--- src/rtl/clock_pkg.sv ---
// clock_pkg: mode encodings, BCD limits and debounce default shared by time_keeper and its button filters
package clock_pkg;
   typedef enum logic [1:0] {RUN = 2'd0, SET_HOUR = 2'd1, SET_MIN = 2'd2} mode_t;
   localparam logic [7:0] HOUR_MAX = 8'h23;
   localparam logic [7:0] MIN_MAX = 8'h59;
   localparam int DEBOUNCE_DEF = 20;
   // Two-digit BCD increment that wraps to 00 after lim.
   function automatic logic [7:0] bcd_inc(input logic [7:0] v, input logic [7:0] lim);
      return (v == lim) ? 8'h00 : (v[3:0] == 4'd9) ? {v[7:4] + 4'd1, 4'd0} : v + 8'd1;
   endfunction
endpackage

--- src/rtl/btn_debounce.sv ---
// btn_debounce: synchronises a raw button, filters it on 1 kHz ticks and pulses once per accepted press
module btn_debounce import clock_pkg::*; #(
   parameter int DEBOUNCE_CNT = DEBOUNCE_DEF
) (
   input  logic clk_50MHz,
   input  logic rst_n,
   input  logic i_tick,
   input  logic i_btn,
   output logic o_press
);
   localparam int CW = $clog2(DEBOUNCE_CNT + 1);
   logic [1:0] r_sync;
   logic r_stable;
   logic r_press;
   logic [CW-1:0] r_cnt;
   logic w_diff;
   logic w_flip;
   assign w_diff = i_tick && (r_sync[1] != r_stable);
   assign w_flip = w_diff && (r_cnt == CW'(DEBOUNCE_CNT - 1));
   always_ff @(posedge clk_50MHz or negedge rst_n)
      if (!rst_n) begin
         r_sync <= '0;
         r_stable <= 1'b0;
         r_cnt <= '0;
         r_press <= 1'b0;
      end else begin
         r_sync <= {r_sync[0], i_btn};
         if (i_tick) r_cnt <= (w_diff && !w_flip) ? r_cnt + 1'b1 : '0;
         if (w_flip) r_stable <= ~r_stable;
         r_press <= w_flip && !r_stable;
      end
   assign o_press = r_press;
endmodule

--- src/rtl/time_keeper.sv ---
// time_keeper: BCD 24-hour clock advanced by a synchronised 1 Hz input, set via debounced mode/inc buttons
module time_keeper import clock_pkg::*; #(
   parameter int DEBOUNCE_CNT = DEBOUNCE_DEF
) (
   input  logic       clk_50MHz,
   input  logic       rst_n,
   input  logic       clk_1Hz_in,
   input  logic       clk_1kHz_in,
   input  logic       btn_mode,
   input  logic       btn_inc,
   output logic [7:0] hour_bcd,
   output logic [7:0] min_bcd,
   output logic [7:0] sec_bcd,
   output logic [1:0] mode,
   output logic       sec_tick,
   output logic       blink
);
   logic [2:0] r_hz_sync;
   logic [2:0] r_khz_sync;
   logic [7:0] r_hour;
   logic [7:0] r_min;
   logic [7:0] r_sec;
   logic r_sec_tick;
   logic r_blink;
   mode_t r_mode;
   mode_t w_mode_next;
   logic w_hz_tick;
   logic w_khz_tick;
   logic w_mode_press;
   logic w_inc_press;
   logic w_set_h;
   logic w_set_m;
   logic w_clr_sec;
   logic w_run_tick;
   logic w_blink_d;
   // Two sync flops, third flop only for rising-edge detection.
   always_ff @(posedge clk_50MHz or negedge rst_n)
      if (!rst_n) begin
         r_hz_sync <= '0;
         r_khz_sync <= '0;
      end else begin
         r_hz_sync <= {r_hz_sync[1:0], clk_1Hz_in};
         r_khz_sync <= {r_khz_sync[1:0], clk_1kHz_in};
      end
   assign w_hz_tick = r_hz_sync[1] && !r_hz_sync[2];
   assign w_khz_tick = r_khz_sync[1] && !r_khz_sync[2];
   btn_debounce #(.DEBOUNCE_CNT(DEBOUNCE_CNT)) u_mode (
      .clk_50MHz(clk_50MHz), .rst_n(rst_n), .i_tick(w_khz_tick), .i_btn(btn_mode), .o_press(w_mode_press)
   );
   btn_debounce #(.DEBOUNCE_CNT(DEBOUNCE_CNT)) u_inc (
      .clk_50MHz(clk_50MHz), .rst_n(rst_n), .i_tick(w_khz_tick), .i_btn(btn_inc), .o_press(w_inc_press)
   );
   always_ff @(posedge clk_50MHz or negedge rst_n)
      if (!rst_n) r_mode <= RUN;
      else r_mode <= w_mode_next;
   always_comb
      w_mode_next = !w_mode_press ? r_mode :
                    (r_mode == RUN) ? SET_HOUR :
                    (r_mode == SET_HOUR) ? SET_MIN : RUN;
   // A mode press in the same cycle swallows any inc press.
   always_comb begin
      w_set_h = (r_mode == SET_HOUR) && w_inc_press && !w_mode_press;
      w_set_m = (r_mode == SET_MIN) && w_inc_press && !w_mode_press;
      w_clr_sec = (r_mode == SET_MIN) && w_mode_press;
      w_run_tick = (r_mode == RUN) && w_hz_tick;
      w_blink_d = (w_mode_next != RUN) && r_hz_sync[1];
   end
   always_ff @(posedge clk_50MHz or negedge rst_n)
      if (!rst_n) begin
         r_hour <= '0;
         r_min <= '0;
         r_sec <= '0;
         r_sec_tick <= 1'b0;
         r_blink <= 1'b0;
      end else begin
         r_sec_tick <= w_hz_tick;
         r_blink <= w_blink_d;
         if (w_clr_sec) r_sec <= '0;
         else if (w_run_tick) r_sec <= bcd_inc(r_sec, MIN_MAX);
         if ((w_run_tick && r_sec == MIN_MAX) || w_set_m) r_min <= bcd_inc(r_min, MIN_MAX);
         if ((w_run_tick && r_sec == MIN_MAX && r_min == MIN_MAX) || w_set_h) r_hour <= bcd_inc(r_hour, HOUR_MAX);
      end
   assign hour_bcd = r_hour;
   assign min_bcd = r_min;
   assign sec_bcd = r_sec;
   assign mode = r_mode;
   assign sec_tick = r_sec_tick;
   assign blink = r_blink;
endmodule

--- config.mk ---
export PLATFORM = sky130hd
export DESIGN_NAME = time_keeper
export DESIGN_NICKNAME = d
export VERILOG_FILES = /design/src/rtl/clock_pkg.sv /design/src/rtl/btn_debounce.sv /design/src/rtl/time_keeper.sv
export SDC_FILE = /design/constraint.sdc
export NUM_CORES = 1
export LEC_CHECK = 0
export BUFFER_PORTS_ARGS = -buffer_cell sky130_fd_sc_hd__buf_4
export CAP_MARGIN = 30
export CORE_ASPECT_RATIO = 1.25
export CORE_MARGIN = 2
export CORE_UTILIZATION = 45
export DETAILED_ROUTE_END_ITERATION = 8
export GPL_TIMING_DRIVEN = 1
export PLACE_DENSITY_LB_ADDON = 0.1
export SYNTH_ARGS = -nofsm -noshare
export SYNTH_HDL_FRONTEND = slang
export SYNTH_SLANG_ARGS = --single-unit
--- constraint.sdc ---
create_clock -name clk_50MHz -period 2.3 [get_ports clk_50MHz]
set_input_delay 0.46 -clock clk_50MHz [delete_from_list [all_inputs] [get_ports clk_50MHz]]
set_output_delay 0.46 -clock clk_50MHz [all_outputs]
set_load 0.05 [all_outputs]
# Word level (Yosys, flattened, before mapping)
# Index checks and enable logic that the tools add are counted.
[classes]
n_addsub = 8
reduce_logical = 31
n_bitwise = 2
eq_ne = 12
multipliers = 0
order_cmp = 0
div_mod_pow = 0
n_mux = 13
shift = 0
[ops]
columns = ["cell", "n"]
rows = [
  ["$mux 8", 8],
  ["$add 8x1->8 const B", 3],
  ["$logic_and 1x1->1", 19],
  ["$eq 8x7->1 const B", 2],
  ["$add 4x1->4 const B", 3],
  ["$eq 4x4->1 const B", 3],
  ["$add 5x1->5 const B", 2],
  ["$eq 5x5->1 const B", 2],
  ["$mux 5", 2],
  ["$eq 8x6->1 const B", 1],
  ["$logic_not 1->1", 7],
  ["$mux 2", 3],
  ["$reduce_bool 2->1", 2],
  ["$eq 2x1->1 const B", 1],
  ["$eq 2x2->1 const B", 1],
  ["$logic_not 2->1", 1],
  ["$logic_or 1x1->1", 2],
  ["$ne 1x1->1", 2],
  ["$not 1->1", 2],
]
[totals]
elab_cells = 82
reg_bits = 52
ramBits = 0
latchBits = 0
in_bits = 6
rom_bits = 0
output_inout_bits = 28
mem_count = 0

# Depth between registers and ports, before layout
# Gate-level depths: netlist of the first run.
[depth]
word_depth = 7
ltp_mapped = 10
ltp_nobuf = 7

# Cells and area by module
# From an unflattened synthesis of the first run, not the netlist that was laid out.
[unflattened]
hier_cells = 259
hier_area_um2 = 2716.4
[by_module_without_submodules]
columns = ["mod", "area_each_um2", "n_inst", "seq_area_each_um2", "cells_each"]
rows = [
  ["time_keeper", 1823.0, 1, 850.8, 187],
  ["btn_debounce", 446.7, 2, 225.2, 36],
]

# Worst setup path after synthesis of the first run
# No wires, ideal clock.
[synth_path]
path_kind = "register -> register"
start = "register r_sec[1] (netlist: sec_bcd[1])"
end = "register r_min[0] (netlist: min_bcd[0])"
path_slack_ps = 3
t_required_ps = 2182
synth_period_minus_slack_ps = 2297
n_path_buf = 3
stages_incl_launch_ff = 11
arrival_ps = 2179
setup_ps = 118
cell_sequence = "dfrtp_1 inv_1 ha_1 and3b_1 buf_6 and4b_1 buf_6 a32oi_2 buf_2 nor3_1 a21o_1"
[synth_between]
elab_chain_len = 3
[synth_lines]
columns = ["item", "line_no", "rtl"]
rows = [
  ["start, declared", "time_keeper.sv:22", "logic [7:0] r_sec;"],
  ["start signal, assigned", "time_keeper.sv:79", "else if (w_run_tick) r_sec <= bcd_inc(r_sec, MIN_MAX);"],
  ["$eq 8x7->1", "time_keeper.sv:80", "if ((w_run_tick && r_sec == MIN_MAX) || w_set_m) r_min <= bcd_inc(r_min, MIN_MAX);"],
  ["$logic_and 1x1->1", "time_keeper.sv:80", ""],
  ["$logic_or 1x1->1", "time_keeper.sv:80", ""],
  ["end signal, assigned", "time_keeper.sv:80", ""],
  ["end, declared", "time_keeper.sv:21", "logic [7:0] r_min;"],
]
# No other way between the ends.
# A chain may end at the register's enable or synchronous reset.

# Worst setup path in the final report of the first run
[layout_path]
start = "register r_sec[0] (netlist: sec_bcd[0])"
end = "register r_hour[2] (netlist: hour_bcd[2])"
[layout_between]
elab_chain_len = 4
[layout_lines]
columns = ["item", "line_no", "rtl"]
rows = [
  ["$eq 8x7->1", "time_keeper.sv:81", "if ((w_run_tick && r_sec == MIN_MAX && r_min == MIN_MAX) || w_set_h) r_hour <= bcd_inc(r_hour, HOUR_MAX);"],
  ["$logic_and 1x1->1 (2 in series)", "time_keeper.sv:81", ""],
  ["$logic_or 1x1->1", "time_keeper.sv:81", ""],
  ["end signal, assigned", "time_keeper.sv:81", ""],
  ["end, declared", "time_keeper.sv:20", "logic [7:0] r_hour;"],
]
# No other way between the ends.

==> results.txt, run 1 <==
- Count of non-filler cells in the finished layout: 365
- Number of input and output port buffers inserted: 33
- Number of diodes added for antenna fixing: 0
- Crit share post-route: 0.915
* Maximum number of pins on one net before global-route repair: 53
- In this run the remaining antenna-violating nets after routing total 0.
- In this run, synthesis produced a sequential element count of 52.
* Fraction of layout cells with a size suffix above 1: 0.184
* Residual DRC: 0
- For the worst-skew pair, the clock arrives at the later sink with an insertion delay of 310 ps.
- Summed over all layers, the routed wires come to 4690 um.
- Unrepaired setup endpoints after global routing: no
- STA classifies the critical path startpoint as a flop.
- Yosys warning count: 0
* Leakage power: 0.00142 uW
- A synthesized cell averages 10.0 um2.
* Number of setup buffers added after CTS: 0
- NetSw: 668 uW
* Clk network pwr share: 0.257
- In this run the worst path has a maximum fanout of 13.
- The netlist uses 46 different library cells.
- For the final routed database, the setup TNS stands at 0 ps.
* Critical path type: flop to flop
- Hold violation total from the final report: 0
- Total Die Area: 6420 um2
* R2R Setup Slk: 190 ps
* Classification of the worst-slack hold path: input pin to asynchronous set/reset pin
- Number of H-tree levels: 2
- Cell type of the slowest stage on the worst timing path: sky130_fd_sc_hd__dfrtp_1
- Fraction of power spent switching nets: 0.333
- I/O pin count: 34
- The design draws 2000 uW.
- The largest single stage delay on the critical path is 460 ps.
- Critical Path RT: 2520 ps
* Syn Nets: 280
* Clock period minus worst slack: 2110 ps
- Across the run, the number of max-cap violations was 0.
- The number of global-route vias before repair is 1814.
- Count of clock tree sinks: 52
* Worst setup EP type: flop
* Final setup skew: 16.3 ps
- Aggregate global routing overflow: 0
* Reg-to-Reg End: hour_bcd[2]
* Initial antenna violation count: 0
- Core area: 5700 um2
* Total iterations of the first detailed-routing run: 4
* Topmost layer with routed signal wires: met4
- Synthesized instance count: 260
- Vias per cell: 5.44
- Final max-slew violation count: 0
- Number of cell instances on the worst register-to-register path: 6
- Startpoint of the lowest-slack register-to-register path: sec_bcd[0]
* Headroom to the max-slew limit: 0.563
- The run finished with clean final reports.
- Die X: 72.1 um
* Area grow syn2layout: 15.6%
- Fraction of synthesis flops using an asynchronous set or reset pin: 1.00
- For the pin with the worst max-slew slack, the measured transition is 655 ps.
* Register share of total power: 0.534
- PwrDens: 665 nW/um2
- For this run, the total global-route usage over all layers was measured as 0.158.
- The signal on the critical path passes through ha_1 > and3b_1 > and4b_1 > a31oi_4 > or3_4 > o31ai_2.
- The synthesized netlist occupies a cell area of 2610 um2.
- Detailed-route wire length on metal 1: 2210 um
- Post-CTS Resized: 0
* TritonCTS clock tree: yes
- Of the total power, combinational logic draws 0.209.
- Initial Utilization: 0.457
- Wire length on met2: 2210 um
- Chip height: 89.1 um
- At the end of routability-driven placement, the weighted congestion stood at 0.770.
* Portion of the post-synthesis area used by sequential elements: 0.499
* HPWL Detailed: 3280 um
* Max Clk Rate: 475 MHz
- First DRT Iteration DRCs: 82
* Routed length on met3: 188 um
- Hold buffers post-CTS: 0
* CTS buffer count: 5
- Counting both buffers and inverters, the worst setup path holds a total of 0.
* Final layout net count: 318
* Number of core rows: 31
* Highest ir drop seen on vdd: 0.552 mV
* Final setup violation count: 0
- The clock passes through at most 2 buffers.
- Arrival @ worst endpoint: 2320 ps
- Total via count after detailed routing: 1985
* Root buffer cell: sky130_fd_sc_hd__clkbuf_8
- In the synthesized netlist the dominant register cell turns out to be sky130_fd_sc_hd__dfrtp_1.
- Dividing the detail-routed wire length by the instance count gives 12.8 um.
- The first global-routing pass estimated 8050 um of wire.
- The internal portion of the total power is 1340 uW.
* Clock slew at the register clock pins of the worst setup and hold paths: 90 ps
* Post-Place Cells: 357
- Broken down by cell family, the worst path's largest delay share belongs to simple AND/OR/NAND/NOR gates.
* Number of enable-type register cells in the synthesized netlist: 0
## cell type report
type,instances,area (um2)
clock inverter,3,18.8
tap,66,82.6
fill,538,2690
multi-input combinational,191,1220
inverter,11,41.3
sequential,52,1300
timing repair buffer,37,278
clock buffer,5,68.8
## per-layer routing
layer / vias to the layer above / track usage
met4: 0 / 0.0635
met1: 952 / 0.203
met3: 8 / 0.0372
met5: - / 0
met2: 44 / 0.259
li1: 981 / -
## cells in the mapped netlist (2+ instances only)
cell type | number | area share
sky130_fd_sc_hd__buf_6 | 2 | 0.0086
sky130_fd_sc_hd__inv_1 | 11 | 0.016
sky130_fd_sc_hd__mux2_2 | 2 | 0.0086
sky130_fd_sc_hd__nand2b_1 | 6 | 0.014
sky130_fd_sc_hd__nand2_1 | 31 | 0.045
sky130_fd_sc_hd__mux2i_1 | 4 | 0.015
sky130_fd_sc_hd__and3_1 | 4 | 0.0096
sky130_fd_sc_hd__mux2_1 | 2 | 0.0086
sky130_fd_sc_hd__o21ai_1 | 4 | 0.0077
sky130_fd_sc_hd__nor3_1 | 10 | 0.019
sky130_fd_sc_hd__xnor2_1 | 2 | 0.0067
sky130_fd_sc_hd__a21oi_1 | 15 | 0.029
sky130_fd_sc_hd__nor2_1 | 21 | 0.030
sky130_fd_sc_hd__or4_1 | 2 | 0.0058
sky130_fd_sc_hd__clkbuf_1 | 2 | 0.0029
sky130_fd_sc_hd__nor3b_1 | 4 | 0.012
sky130_fd_sc_hd__xor2_1 | 5 | 0.017
sky130_fd_sc_hd__nor2b_1 | 8 | 0.019
sky130_fd_sc_hd__dfrtp_1 | 52 | 0.50
sky130_fd_sc_hd__o21ai_0 | 22 | 0.042
sky130_fd_sc_hd__o31ai_1 | 2 | 0.0058
sky130_fd_sc_hd__or3_1 | 4 | 0.0096
sky130_fd_sc_hd__buf_2 | 2 | 0.0038
sky130_fd_sc_hd__ha_1 | 14 | 0.067
sky130_fd_sc_hd__nand3_1 | 8 | 0.015
## through the flow
step	setup WS (ps)	hold slack, ps	util	cell area, um2
global route	56.0	230	0.529	3020
floorplan	3.18	164	-	2610
CTS	190	199	0.529	3020
detailed placement	211	338	0.513	2930
finish	195	171	0.529	3020
global placement	253	331	0.513	2930
## worst reg2reg max path, stage by stage, from the launching register on
cell                      delay (ps)
sky130_fd_sc_hd__dfrtp_1         460
sky130_fd_sc_hd__ha_1            190
sky130_fd_sc_hd__and3b_1         180
sky130_fd_sc_hd__and4b_1         360
sky130_fd_sc_hd__a31oi_4         220
sky130_fd_sc_hd__or3_4           440
sky130_fd_sc_hd__o31ai_2         170
## state kept, by name, summed over array words and instances, names as in the netlist
signal and flops:
u_mode.r_stable 1, sec_tick 1, u_inc.r_sync 2, u_inc.r_cnt 5
u_inc.r_stable 1, min_bcd 8, r_khz_sync 3, u_mode.r_cnt 5
u_mode.r_sync 2, u_inc.o_press 1, blink 1, mode 2
u_mode.o_press 1, hour_bcd 8, r_hz_sync 3, sec_bcd 8
## how the worst max path moves through the flow
stage                   to  startpoint  cells past startpoint
3_3_place_gp   hour_bcd[2]  sec_bcd[1]                      7
6_report       hour_bcd[2]  sec_bcd[0]                      6
5_1_grt        hour_bcd[2]  sec_bcd[0]                      6
2_1_floorplan   min_bcd[0]  sec_bcd[1]                     10
4_1_cts        hour_bcd[2]  sec_bcd[1]                      7
3_5_place_dp   hour_bcd[2]  sec_bcd[1]                      7
## kinds of logic (layout without fill, tap and decap cells)
logic type                 after synthesis  count (layout)  synth area share
and+or+nand+nor                        108             108             0.219
AOI/OAI and AO/OA                       54              54             0.128
DFF                                     52              52             0.499
buffers and inverters                   17              56            0.0312
adders and majority gates               14              14            0.0672
muxes                                    8               8            0.0326
xor gates and xnor gates                 7               7            0.0235
## power by group through the flow
stage / registers, uW / clock network [uW] / logic (uW)
global route: 1090 / 579 / 463
global placement: 1090 / 0 / 423
detailed placement: 1090 / 0 / 423
CTS: 1070 / 545 / 425
finish: 1070 / 514 / 419
floorplan: 1230 / 0 / 148
## cells in the final DEF, fill, tap and decap left out, types with 4 or more instances in the layout
| master | instances |
|---|---|
| sky130_fd_sc_hd__nand2b_1 | 6 |
| sky130_fd_sc_hd__mux2i_1 | 4 |
| sky130_fd_sc_hd__inv_1 | 11 |
| sky130_fd_sc_hd__nor2_1 | 21 |
| sky130_fd_sc_hd__nand2_1 | 31 |
| sky130_fd_sc_hd__or3_1 | 4 |
| sky130_fd_sc_hd__xor2_1 | 5 |
| sky130_fd_sc_hd__nor2b_1 | 8 |
| sky130_fd_sc_hd__and3_1 | 4 |
| sky130_fd_sc_hd__a21oi_1 | 15 |
| sky130_fd_sc_hd__nor3b_1 | 4 |
| sky130_fd_sc_hd__o21ai_1 | 4 |
| sky130_fd_sc_hd__dfrtp_1 | 52 |
| sky130_fd_sc_hd__ha_1 | 14 |
| sky130_fd_sc_hd__o21ai_0 | 22 |
| sky130_fd_sc_hd__buf_4 | 37 |
| sky130_fd_sc_hd__nand3_1 | 8 |
| sky130_fd_sc_hd__clkbuf_8 | 5 |
| sky130_fd_sc_hd__nor3_1 | 10 |
Power figures use the tool's default switching activity.
==> run 2: changes to the inputs <==
--- a/config.mk
+++ b/config.mk
@@ -7,12 +7,13 @@
 export LEC_CHECK = 0
 export BUFFER_PORTS_ARGS = -buffer_cell sky130_fd_sc_hd__buf_4
 export CAP_MARGIN = 30
-export CORE_ASPECT_RATIO = 1.25
+export CORE_ASPECT_RATIO = 1.1
 export CORE_MARGIN = 2
 export CORE_UTILIZATION = 45
 export DETAILED_ROUTE_END_ITERATION = 8
 export GPL_TIMING_DRIVEN = 1
 export PLACE_DENSITY_LB_ADDON = 0.1
+export SKIP_CTS_REPAIR_TIMING = 1
 export SYNTH_ARGS = -nofsm -noshare
 export SYNTH_HDL_FRONTEND = slang
 export SYNTH_SLANG_ARGS = --single-unit
==> run 2 against run 1 <==
  * Power is 0.89% higher
  * Cell area increased by 1.4%
  * Sequential share of layout area fell by 0.60 points
  * Via count fell by 0.81%
  * Global-route usage rose by 0.66 points
  * Hold slack better by 3.1 ps
  * Clock power is 4% higher
  * Fmax rose by 2.1%
  * Core utilization increased by 0.79 points
  * Combinational power is essentially flat
  * Register-to-register slack better by 40 ps
  * Highest routed layer unchanged
==> results.txt, run 2 (synthesis gave the netlist of run 1 again) <==
- Status: finished, final reports clean
* Fraction of layout cells with a size suffix above 1: 0.189 (+0.00480)
- The full die area is 6420 um2 (about the same).
- The cell area power density was 661 nW/um2 (-0.51%).
- The total CTS buffers was 5 (unchanged).
- The wire length the detailed router placed on met1 is 2300 um (+4.0%).
* MaxCap Viol Count: 0 (unchanged)
- The final weighted congestion in routability-driven placement is 0.791 (+2.8%).
- The total wire length is 4630 um (-1.3%).
* Routed length on met3: 158 um (-16%)
- The worst-skew pair later-pin latency is 300 ps (about the same).
- In the layout the commonest cells are 52 x sky130_fd_sc_hd__dfrtp_1, 40 x sky130_fd_sc_hd__buf_4, 31 x sky130_fd_sc_hd__nand2_1.
- Fraction of power spent switching nets: 0.323 (-0.0104)
* HPWL Detailed: 3330 um (+1.5%)
- Final layout net count: 321 (+0.94%)
* Vias per cell: 5.20 (-4.5%)
* Crit share post-route: 0.897 (-0.0188)
- The clock input transition at the sequential cells of the worst setup and hold paths is 90 ps (about the same).
- Compared with the post-synthesis result, the final layout area differs by 17.3%.
* NetSw: 653 uW (-2.2%)
- Walking the worst path, the cells encountered are ha_1 > and3b_1 > and4b_1 > a32oi_2 > buf_4 > or4_1 > nand2_1.
- The kind of cell with the highest combined delay along the critical path is simple AND/OR/NAND/NOR gates.
- First-pass GRT wire length: 8640 um (+7.4%)
- Headroom to the max-slew limit: 0.564 (+0.000760)
* Critical path type: flop to flop
* R2R Setup Slk: 240 ps (+40 ps)
- The number of nets with antenna violations after routing is 0 (unchanged).
- Classification of the worst-slack hold path: input pin to asynchronous set/reset pin
- The number of rows created at floorplan is 29 (-6.5%).
* Vias in the first global route: 1911 (+5.3%)
* Worst setup EP type: flop
- The aggregate global-route resource usage is 0.165 (+0.00663).
- Number of H-tree levels: 2 (unchanged)
* Longest individual stage delay on the worst path: 460 ps (about the same)
* Clk network pwr share: 0.263 (+0.006)
* Arrival @ worst endpoint: 2310 ps (about the same)
- Crit path buf inv count: 1 (+1)
- The maximum clock skew at final layout is 7.12 ps (-9.13 ps).
- Initial Utilization: 0.458 (about the same)
* Number of diodes added for antenna fixing: 0 (unchanged)
- The number of antenna violations at the first check in global routing is 0 (unchanged).
- The total DRC errors in the routed layout was 0 (unchanged).
* Final max-slew violation count: 0 (unchanged)
- The proportion of power drawn by flip-flops and latches is 0.530 (-0.004).
- The overall die height is 83.8 um (-5.9%).
- The average detailed-routed wire length per instance came to 12.2 um (-4.9%).
- Maximum number of pins on one net before global-route repair: 53 (unchanged)
- The final sum of negative setup slack was 0 ps (unchanged).
- The proportion of power drawn by combinational gates was 0.207 (-0.002).
* Wire length on met2: 2100 um (-5.1%)
- Root buffer cell: sky130_fd_sc_hd__clkbuf_8
- Design internal power: 1370 uW (+2.5%)
- Setup repair after global routing left no endpoint under its margin.
- The pre-CTS worst setup slack came to 236 ps (+25.3 ps).
* Worst-Margin Slew: 654 ps (-1.14 ps)
- Number of input and output port buffers inserted: 33 (unchanged)
- The peak supply drop came to 0.524 mV (-5.2%).
* Final-layout fill cell count: 559 (+3.9%)
- Critical Path RT: 2550 ps (+30 ps)
- First DRT Iteration DRCs: 80 (-2.4%)
* Commonest non-fill, non-tap cell in the layout: sky130_fd_sc_hd__dfrtp_1
- Aggregate global routing overflow: 0 (unchanged)
- Total iterations of the first detailed-routing run: 4 (unchanged)
- The detailed-route via count came to 1969 (-0.81%).
* Clock period minus worst slack: 2060 ps (-43.3 ps)
- Final setup slack of the worst path: 238 ps (+43.3 ps)
- I/O pin count: 34 (unchanged)
- In this run the top signal layer used is met4.
- The area inside the core boundary was 5700 um2 (about the same).
* Critical Path Fanout Max: 10 (-3)
* Hold violation total from the final report: 0 (unchanged)
* Leakage power: 0.00143 uW (+0.80%)
- The largest individual stage delay along the critical path comes from the cell sky130_fd_sc_hd__dfrtp_1.
* Die X: 76.6 um (+6.2%)
* Setup crit start kind: flop
- TritonCTS built the clock tree.
- Final setup violation count: 0 (unchanged)
* Longest Clk Path Bufs: 2 (unchanged)
- Count of clock tree sinks: 52 (unchanged)
* Max Clk Rate: 485 MHz (+2.1%)
run 2: cell count changes in the layout (fill, tap and decap cells not counted), sizes merged:
cell / change
clkinv: -3
clkbuf: +2
clkinvlp: +1
buf: +3
run 2: cell type report:
type                    count  area [um2]  share of cell area
multi-input cells         191        1220               0.401
repair buffers             40         300              0.0982
well taps                  77        96.3              0.0315
clock inverters             1        7.51             0.00245
flip-flops and latches     52        1300               0.426
inverters                  11        41.3              0.0135
clock buffers               7        86.3              0.0282
run 2: path summary, 6_finish.rpt:
check | start | end | cells after the start
min | rst_n | hour_bcd[0] | 1
max | sec_bcd[0] | min_bcd[2] | 7
max reg2reg | sec_bcd[0] | min_bcd[2] | 7
min reg2reg | u_mode.r_sync[0] | u_mode.r_sync[1] | 0
min in group clk_50MHz | clk_1Hz_in | r_hz_sync[0] | 1
max in group asynchronous | rst_n | u_mode.r_cnt[3] | 1
run 2: power groups by stage:
stage | registers [uW] | clock network (uW) | logic [uW]
after CTS | 1070 | 569 | 427
after floorplan | 1230 | 0 | 148
after global placement | 1090 | 0 | 424
after detailed placement | 1090 | 0 | 426
after global routing | 1090 | 600 | 461
final | 1070 | 532 | 419
run 2: stage by stage:
stage | hold slack [ps] | cells | power (uW) | cell area (um2) | util
after floorplan | 164 | 260 | 1370 | 2610 | -
after global placement | 332 | 371 | 1510 | 2960 | 0.520
after detailed placement | 335 | 371 | 1520 | 2960 | 0.520
after CTS | 206 | 379 | 2070 | 3060 | 0.537
after global routing | 234 | 379 | 2150 | 3060 | 0.537
final | 174 | 379 | 2020 | 3060 | 0.537
run 2: routing by layer:
| layer | vias up | GRT usage |
|---|---|---|
| met5 | - | 0 |
| met4 | 0 | 0.0711 |
| met3 | 6 | 0.0292 |
| met2 | 34 | 0.260 |
| met1 | 945 | 0.225 |
| li1 | 984 | - |
==> run 3: changes to the inputs <==
==> constraint.sdc (replaced) <==
create_clock -name clk_50MHz -period 2.6 [get_ports clk_50MHz]
set_input_delay 0.52 -clock clk_50MHz [delete_from_list [all_inputs] [get_ports clk_50MHz]]
set_output_delay 0.52 -clock clk_50MHz [all_outputs]
set_load 0.05 [all_outputs]
==> run 3 against run 2 <==
  * Count of clock-buffer cells in the layout is 2 lower
  * Setup slack better by 25 ps
  * Highest routed layer unchanged
  * Sequential share of layout area is 0.71 points higher
==> results.txt, run 3 (synthesis gave the netlist of run 1 again) <==
* Number of input and output port buffers inserted: 33 (unchanged)
* Setup crit start kind: flop
- Total iterations of the first detailed-routing run: 4 (unchanged)
* Layout Cell Area excl Fill: 3010 um2 (-1.6%)
- The cell area power density is 580 nW/um2 (-12%).
- The count of clock tree sinks came to 52 (unchanged).
- Hold violation total from the final report: 0 (unchanged)
* Critical Path Fanout Max: 14 (+4)
- Arrival @ worst endpoint: 2520 ps (+210 ps)
* Highest ir drop seen on vdd: 0.422 mV (-19%)
* Headroom to the max-slew limit: 0.567 (+0.00321)
* Aggregate global routing overflow: 0 (unchanged)
- Maximum number of pins on one net before global-route repair: 53 (unchanged)
- Classification of the worst-slack hold path: input pin to asynchronous set/reset pin
- The aggregate global-route resource usage is 0.151 (-0.0135).
* Number of nets with antenna violations after detailed routing: 0 (unchanged)
- Vias in the first global route: 1807 (-5.4%)
- Total via count after detailed routing: 1949 (-1.0%)
* Final layout net count: 316 (-1.6%)
- Crit share post-route: 0.899 (+0.00227)
- The tree is rooted in a sky130_fd_sc_hd__clkbuf_8.
- Ordered list of cells on the worst path: ha_1 > and3b_1 > and4b_1 > a32oi_2 > nor3_1 > mux2_1
- STA classifies the critical path endpoint as a flop.
- CTS buffer count: 5 (unchanged)
- The total wire length was 4520 um (-2.2%).
- Clock period minus worst slack: 2340 ps (+275 ps)
- Total Power: 1750 uW (-14%)
* Initial antenna violation count: 0 (unchanged)
* Commonest non-fill, non-tap cell in the layout: sky130_fd_sc_hd__dfrtp_1
* Clock slew at the register clock pins of the worst setup and hold paths: 90 ps (about the same)
- Area grow syn2layout: 15.4%
* Final setup skew: 9.59 ps (+2.47 ps)
* MaxCap Viol Count: 0 (unchanged)
- Fraction of layout cells with a size suffix above 1: 0.176 (-0.0131)
- The boundary pin count came to 34 (unchanged).
* Leakage power: 0.00140 uW (-2.0%)
- The violation count after the first detailed-routing iteration is 76 (-5.0%).
* Met1 track demand over resource in global routing: 0.202 (-0.0227)
* Area after detailed placement: 2930 um2 (-1.3%)
- The maximum number of buffers from clock root to sink was 2 (unchanged).
- Final max-slew violation count: 0 (unchanged)
- The full die area was 6420 um2 (unchanged).
* Die X: 76.6 um (unchanged)
- Cell type of the slowest stage on the worst timing path: sky130_fd_sc_hd__a32oi_2
- Most used routing layer: met2
- The peak clock frequency supported by timing was 428 MHz (-12%).
* Vias per cell: 5.23 (+0.58%)
- The global routing met3 resource utilization came to 0.0292 (unchanged).
* Status: finished, final reports clean
* Number of diodes added for antenna fixing: 0 (unchanged)
- First-pass GRT wire length: 7960 um (-7.9%)
- The global routing usage on met2 is 0.238 (-0.0217).
* Longest individual stage delay on the worst path: 510 ps (+50 ps)
* Last weighted congestion value of the routability-driven placer: 0.766 (-3.2%)
- TritonCTS clock tree: yes
- Number of H-tree levels: 2 (unchanged)
- The initial cell density of the core came to 0.458 (unchanged).
- Clock latency on the worst-skew pair: 300 ps (about the same)
- Unrepaired setup endpoints after global routing: no
* Final setup violation count: 0 (unchanged)
* Residual DRC: 0 (unchanged)
* Critical Path RT: 2780 ps (+230 ps)
* Number of core rows: 29 (unchanged)
* HPWL Detailed: 3160 um (-5.2%)
* Number of cell instances on the worst register-to-register path: 6 (-1)
* Chip height: 83.8 um (unchanged)
- The final sum of negative setup slack came to 0 ps (unchanged).
- The area inside the core boundary is 5700 um2 (unchanged).
* Critical path type: flop to flop
- The average detailed-routed wire length per instance came to 12.1 um (-0.65%).
- Worst-Margin Slew: 649 ps (-4.81 ps)
* Top library cells by usage in the layout, fill and taps aside: 52 x sky130_fd_sc_hd__dfrtp_1, 35 x sky130_fd_sc_hd__buf_4, 31 x sky130_fd_sc_hd__nand2_1
-- run 3: cell types whose count changed in the layout (fill, tap and decap cells not counted) --
cell                       before  now
sky130_fd_sc_hd__buf_4         40   35
sky130_fd_sc_hd__clkbuf_1       1    0
sky130_fd_sc_hd__clkbuf_8       6    5
sky130_fd_sc_hd__clkinv_2       0    1
-- run 3: final timing paths --
path                                  start          endpoint  slack (ps)
max                              sec_bcd[0]        min_bcd[7]         260
min                                   rst_n       hour_bcd[0]         240
max reg2reg                      sec_bcd[0]        min_bcd[7]         260
min reg2reg                u_mode.r_sync[0]  u_mode.r_sync[1]         350
max in group asynchronous             rst_n   u_mode.r_cnt[0]        1920
min in group clk_50MHz           clk_1Hz_in      r_hz_sync[0]         320
-- run 3: per-stage QoR --
stage / instances / util / hold WS, ps / setup WS, ps
floorplan: 260 / - / 224 / 303
global placement: 366 / 0.514 / 332 / 309
detailed placement: 366 / 0.514 / 335 / 272
CTS: 373 / 0.528 / 270 / 245
global route: 373 / 0.528 / 285 / 59.4
finish: 373 / 0.528 / 238 / 263
-- run 3: area by class of cell --
class	instances	area [um2]
inverters	11	41.3
multi-input cells	191	1220
fillers	541	2690
clock inverters	2	12.5
clock buffers	5	68.8
flip-flops and latches	52	1300
well taps	77	96.3
repair buffers	35	263
-- run 3: power by group --
part | switching (uW) | internal [uW]
clock | 249 | 183
combinational | 244 | 123
sequential | 78.8 | 868
-- run 3: critical path: cells and delay by family (launching register included) --
family	cells	cell delay (ps)
simple gates	3	690
compound gates	1	510
flops	1	450
mux	1	320
fa+ha+maj	1	240
-- run 3: routing by layer --
metal	vias up	part of all wire	wire (um)
met5	-	0	0
li1	974	-	-
met2	36	0.45	2020
met4	0	0.025	112
met3	11	0.033	148
met1	928	0.49	2240
